[src/rtl/alion_mem_arb_pkg.sv]
// alion_mem_arb_pkg: FSM and grant types plus the all-ones timeout data pattern for alion_mem_arbiter
package alion_mem_arb_pkg;
  typedef enum logic [1:0] {IDLE, MEM, RESP} state_e;
  typedef enum logic {GNT_I, GNT_D} gnt_e;
  localparam int MAX_DATA_W = 1024;
  function automatic logic [MAX_DATA_W-1:0] timeout_data(input int w);
    timeout_data = '0;
    for (int i = 0; i < w; i++) timeout_data[i] = 1'b1;
  endfunction
endpackage

[src/rtl/alion_mem_arb_timer.sv]
// alion_mem_arb_timer: per-transaction watchdog, expired_o is high while the count sits at TIMEOUT-1
//   clk, reset : clock, synchronous active-high reset
//   load_i     : clear the count for a new transaction
//   en_i       : count one cycle spent waiting on memory
//   expired_o  : combinational, count == TIMEOUT-1
module alion_mem_arb_timer #(
  parameter int TIMEOUT = 16
) (
  input  logic clk,
  input  logic reset,
  input  logic load_i,
  input  logic en_i,
  output logic expired_o
);
  localparam int W = $clog2(TIMEOUT);
  logic [W-1:0] cnt_q;
  assign expired_o = cnt_q == W'(TIMEOUT - 1);
  always_ff @(posedge clk)
    if (reset || load_i) cnt_q <= '0;
    else if (en_i && !expired_o) cnt_q <= cnt_q + 1'b1;
endmodule

[src/rtl/alion_mem_arbiter.sv]
// alion_mem_arbiter: shares one memory port between fetch (i_*) and data (d_*) requesters with a timeout watchdog
//   i_valid/i_addr -> i_ready/i_rdata       : fetch requester, ready is a one-cycle completion pulse
//   d_valid/d_addr/d_wdata/d_wstrb -> d_ready/d_rdata : data requester, wstrb==0 means load
//   mem_valid/mem_instr/mem_addr/mem_wdata/mem_wstrb, mem_ready/mem_rdata : shared memory port
//   err_timeout : pulses with ready when memory never answered; busy : registered state != IDLE
//   ALION_MEM_ARB_RR_EN : alternate grants on contention instead of data-first priority
module alion_mem_arbiter
  import alion_mem_arb_pkg::*;
#(
  parameter int ADDR_W  = 32,
  parameter int DATA_W  = 32,
  parameter int TIMEOUT = 16
) (
  input  logic                clk,
  input  logic                reset,
  input  logic                i_valid,
  input  logic [ADDR_W-1:0]   i_addr,
  output logic                i_ready,
  output logic [DATA_W-1:0]   i_rdata,
  input  logic                d_valid,
  input  logic [ADDR_W-1:0]   d_addr,
  input  logic [DATA_W-1:0]   d_wdata,
  input  logic [DATA_W/8-1:0] d_wstrb,
  output logic                d_ready,
  output logic [DATA_W-1:0]   d_rdata,
  output logic                mem_valid,
  output logic                mem_instr,
  output logic [ADDR_W-1:0]   mem_addr,
  output logic [DATA_W-1:0]   mem_wdata,
  output logic [DATA_W/8-1:0] mem_wstrb,
  input  logic                mem_ready,
  input  logic [DATA_W-1:0]   mem_rdata,
  output logic                err_timeout,
  output logic                busy
);
  localparam logic [DATA_W-1:0] TO_DATA = DATA_W'(timeout_data(DATA_W));
  state_e              state_q, state_d;
  gnt_e                gnt_q, gnt_d, pick;
  logic                err_q, err_d, busy_q, load, expired;
  logic [ADDR_W-1:0]   addr_q, addr_d;
  logic [DATA_W-1:0]   wdata_q, wdata_d, i_rdata_q, i_rdata_d, d_rdata_q, d_rdata_d, rdata;
  logic [DATA_W/8-1:0] wstrb_q, wstrb_d;
  alion_mem_arb_timer #(.TIMEOUT(TIMEOUT)) u_timer (
    .clk(clk), .reset(reset), .load_i(load), .en_i(state_q == MEM), .expired_o(expired)
  );
`ifdef ALION_MEM_ARB_RR_EN
  // gnt_q keeps the previous winner, so it doubles as the last-grant bit
  assign pick = (i_valid && d_valid) ? (gnt_q == GNT_D ? GNT_I : GNT_D) : (d_valid ? GNT_D : GNT_I);
`else
  assign pick = d_valid ? GNT_D : GNT_I;
`endif
  assign rdata = mem_ready ? mem_rdata : TO_DATA;
  always_comb begin
    state_d   = state_q;
    gnt_d     = gnt_q;
    err_d     = err_q;
    addr_d    = addr_q;
    wdata_d   = wdata_q;
    wstrb_d   = wstrb_q;
    i_rdata_d = i_rdata_q;
    d_rdata_d = d_rdata_q;
    load      = 1'b0;
    case (state_q)
      IDLE: if (i_valid || d_valid) begin
        gnt_d   = pick;
        addr_d  = pick == GNT_D ? d_addr : i_addr;
        wdata_d = pick == GNT_D ? d_wdata : '0;
        wstrb_d = pick == GNT_D ? d_wstrb : '0;
        err_d   = 1'b0;
        load    = 1'b1;
        state_d = MEM;
      end
      MEM: if (mem_ready || expired) begin
        i_rdata_d = gnt_q == GNT_I ? rdata : i_rdata_q;
        d_rdata_d = gnt_q == GNT_D ? rdata : d_rdata_q;
        err_d     = !mem_ready;
        state_d   = RESP;
      end
      default: state_d = IDLE;
    endcase
  end
  always_ff @(posedge clk)
    if (reset) begin
      state_q   <= IDLE;
      gnt_q     <= GNT_D;
      err_q     <= 1'b0;
      busy_q    <= 1'b0;
      addr_q    <= '0;
      wdata_q   <= '0;
      wstrb_q   <= '0;
      i_rdata_q <= '0;
      d_rdata_q <= '0;
    end else begin
      state_q   <= state_d;
      gnt_q     <= gnt_d;
      err_q     <= err_d;
      busy_q    <= state_d != IDLE;
      addr_q    <= addr_d;
      wdata_q   <= wdata_d;
      wstrb_q   <= wstrb_d;
      i_rdata_q <= i_rdata_d;
      d_rdata_q <= d_rdata_d;
    end
  assign mem_valid   = state_q == MEM;
  assign mem_instr   = gnt_q == GNT_I;
  assign mem_addr    = addr_q;
  assign mem_wdata   = wdata_q;
  assign mem_wstrb   = wstrb_q;
  assign i_ready     = state_q == RESP && gnt_q == GNT_I;
  assign d_ready     = state_q == RESP && gnt_q == GNT_D;
  assign err_timeout = state_q == RESP && err_q;
  assign i_rdata     = i_rdata_q;
  assign d_rdata     = d_rdata_q;
  assign busy        = busy_q;
endmodule

[config.mk]
export PLATFORM = sky130hd
export DESIGN_NAME = alion_mem_arbiter
export DESIGN_NICKNAME = d
export VERILOG_FILES = /design/src/rtl/alion_mem_arb_pkg.sv /design/src/rtl/alion_mem_arb_timer.sv /design/src/rtl/alion_mem_arbiter.sv
export SDC_FILE = /design/constraint.sdc
export NUM_CORES = 1
export LEC_CHECK = 0
export ABC_AREA = 1
export BUFFER_PORTS_ARGS = -buffer_cell sky130_fd_sc_hd__buf_2
export CORE_UTILIZATION = 44
export CTS_BUF_LIST = sky130_fd_sc_hd__clkbuf_8
export CTS_CLUSTER_DIAMETER = 200
export CTS_CLUSTER_SIZE = 40
export DETAILED_ROUTE_END_ITERATION = 16
export GPL_TIMING_DRIVEN = 0
export PLACE_DENSITY = 0.85
export SETUP_SLACK_MARGIN = 0.5
export SLEW_MARGIN = 10
export SYNTH_ARGS = -nofsm -noshare
export SYNTH_HDL_FRONTEND = slang
export SYNTH_SLANG_ARGS = --single-unit
export TNS_END_PERCENT = 1
[constraint.sdc]
create_clock -name clk -period 1.2 [get_ports clk]
set_input_delay 0.3 -clock clk [delete_from_list [all_inputs] [get_ports clk]]
set_output_delay 0.3 -clock clk [all_outputs]
set_load 0.02 [all_outputs]
==> flow_metrics.env <==
export IMPL_ios=275
export IMPL_netlist_area_leader_share_pct=47.3
export IMPL_syn2layout_area_growth_pct=56.4
export IMPL_crit_path_max_fanout=4
export IMPL_via_per_inst=4.94
export IMPL_hold_viol_final=0
export IMPL_outcome="complete, but fails checks"
export IMPL_port_buffers=273
export IMPL_syn_nets=986
export IMPL_layout_common_cells="nand2_1 (241), buf_6 (156), buf_2 (155), dfxtp_2 (136), inv_1 (105)"
export IMPL_drv_cap=0
export IMPL_end_kind="output port"
export IMPL_ys_warn_count=0
export IMPL_wl_mm=18.8
export IMPL_yosysUniqueCellTypes=20
export IMPL_drive_above_1_share_pct=46.0
export IMPL_skew_ns=0.0108
export IMPL_ant_nets=0
export IMPL_cts_sinks=141
export IMPL_max_clock_freq_mhz=647
export IMPL_row_count=42
export IMPL_cp_arrival_ns=1.25
export IMPL_startpoint_type="register"
export IMPL_syn_inst=848
export IMPL_fp_dieW_microns=118
export IMPL_antenna_found_initial=1
export IMPL_power_leakage_nw=4.58
export IMPL_grt_remaining_overflow=0
export IMPL_hp_class="primary input to register"
export IMPL_cp_required_ns=0.90
export IMPL_yosysSeqAreaShare_pct=47.3
export IMPL_violations="setup timing"
export IMPL_drcViolationCount=0
export IMPL_min_period_ns=1.55
export IMPL_syn_area_per_cell_sq_um=7.04
export IMPL_cts_inserted_buffers=17
export IMPL_tritoncts="done"
export IMPL_slew_headroom_pct=69.6
export IMPL_synth_seq_cells=141
export IMPL_synthTopCellsByArea="dfxtp_1 (47%), nand2_1 (15%), nand4_1 (6.7%), inv_1 (6.5%), a21oi_1 (5.8%)"
export IMPL_slew_viol_final=0
export IMPL_power_density_nw_per_um2=1270
export IMPL_place_ws_ns=-0.292
export IMPL_grt_pass1_wl_mm=30.4
export IMPL_total_power_w=0.0119
export IMPL_grt_max_degree=17
export IMPL_drt_first_pass_iters=6
export IMPL_crit_type="register to output port"
export IMPL_wl_per_cell_microns=14.0
export IMPL_syn_cell_area_sq_um=5970
export IMPL_final_setup_viol_count=204
export IMPL_vias=6626
export IMPL_vdd_drop_max_mv=0.848
export IMPL_final_period_utilization_pct=129
export IMPL_layout_commonest_cell="nand2_1"
export IMPL_tightest_slew_ns=0.457
export IMPL_start_util_pct=45.1
export IMPL_htreeDepth=4
export IMPL_clkSlewWorstSetupHoldPaths_ns=0.08
export IMPL_nNetsFinal=1289
export IMPL_clockBufferDepth=2
export IMPL_grt_use_total_pct=27.3
export IMPL_clkLatencyLatePin_ns=0.45
export IMPL_drtIter0Drc=358
export IMPL_cts_root_buf="clkbuf_8"
export IMPL_gp_congestion=0.877
export IMPL_rsz0062_at_grt="true"
export IMPL_die_area_sq_um=14000
export IMPL_dp_hpwl_mm=13.2
export IMPL_coreArea_sq_um=13200
export IMPL_setup_ws_ns=-0.345
export IMPL_fp_dieH_microns=118
export IMPL_synth_top_area_cell="dfxtp_1"
export IMPL_grt_pass1_vias=6532
==> timing repair <==
item                                    4_1_cts  5_1_grt
endpoints found under the setup margin      279      279
setup buffers                                 7        4
hold buffers                                  0        0
gates resized for setup                     450       20
pin swaps                                     5       11
==> stage by stage <==
stage	utilization (%)	instances	hold slack [ns]	instance area, sq um	setup TNS (ns)
after floorplan	-	848	0.365	6060	-0.0345
after global placement	57.7	1297	0.424	7650	-26.12
after detailed placement	57.7	1297	0.427	7650	-28.36
after CTS	69.9	1336	0.0443	9250	-18.37
after global routing	70.5	1341	0.0483	9340	-32.47
final	70.5	1341	0.0621	9340	-13.90
==> path summary, 6_finish.rpt <==
path	from	end	slack (ns)	cells past startpoint
setup / recovery	gnt_q$_SDFFE_PP1P_	d_ready	-0.35	5
hold / removal	d_wdata[13]	mem_wdata[13]$_SDFFE_PP0P_	0.06	3
setup reg to reg	state_q[0]$_SDFF_PP0_	mem_wdata[25]$_SDFFE_PP0P_	-0.26	9
hold reg to reg	i_rdata[7]$_SDFFE_PP0P_	i_rdata[7]$_SDFFE_PP0P_	0.45	2
==> area by class of cell <==
type	instances	area, sq um
sequential	141	3000
antenna	1	2.50
clock buffer	19	262
clock inverter	13	125
fill	1066	3900
multi-input combinational	537	2540
timing repair buffer	284	2310
tap	176	220
buffer	61	459
inverter	109	417
==> power breakdown <==
part	switching, W	total (W)	internal, W
registers	0.000242	0.00532	0.00507
logic	0.00154	0.00282	0.00128
clock network	0.00181	0.00374	0.00193
==> critical path, cell delays in order, from the launching register on <==
cell and delay (ns):
dfxtp_2 0.32, buf_6 0.12, inv_8 0.03, clkbuf_16 0.14, nor2_4 0.07, buf_6 0.12
==> metal layers <==
layer	track usage (%)	part of all wire, %	vias to the layer above
li1	-	-	3296
met5	0	0	-
met2	51.0	53	283
met1	28.2	37	2997
met4	13.0	3.3	0
met3	7.09	6.5	50
==> registers in the layout, summed over array words and instances (netlist names) <==
register and count:
i_rdata 32, err_q 1, gnt_q 1, mem_wstrb 4, u_timer.cnt_q 4, busy 1
state_q 2, d_rdata 32, mem_addr 32, mem_wdata 32
==> cells in the mapped netlist <==
cell type and instances:
o21ai_1 5, buf_6 7, dfxtp_1 141, nand2_1 244
o21ai_0 29, clkbuf_1 14, o21ai_4 1, nor2_4 4
nor3_1 1, buf_2 34, a21oi_1 69, inv_1 104
buf_1 6, nand4_1 64, nand3_1 41, nor2_2 1
ha_1 1, or2_0 1, inv_2 5, nor2_1 76
==> kinds of logic after synthesis <==
group / after synthesis / synth area share [%]
AND/OR/NAND/NOR: 432 / 31.3
adder cells (fa/ha/maj): 1 / 0.210
flip-flops: 141 / 47.3
AO/OA/AOI/OAI: 104 / 8.91
buffers and inverters: 170 / 12.3
(Power assumes the default switching activity.)
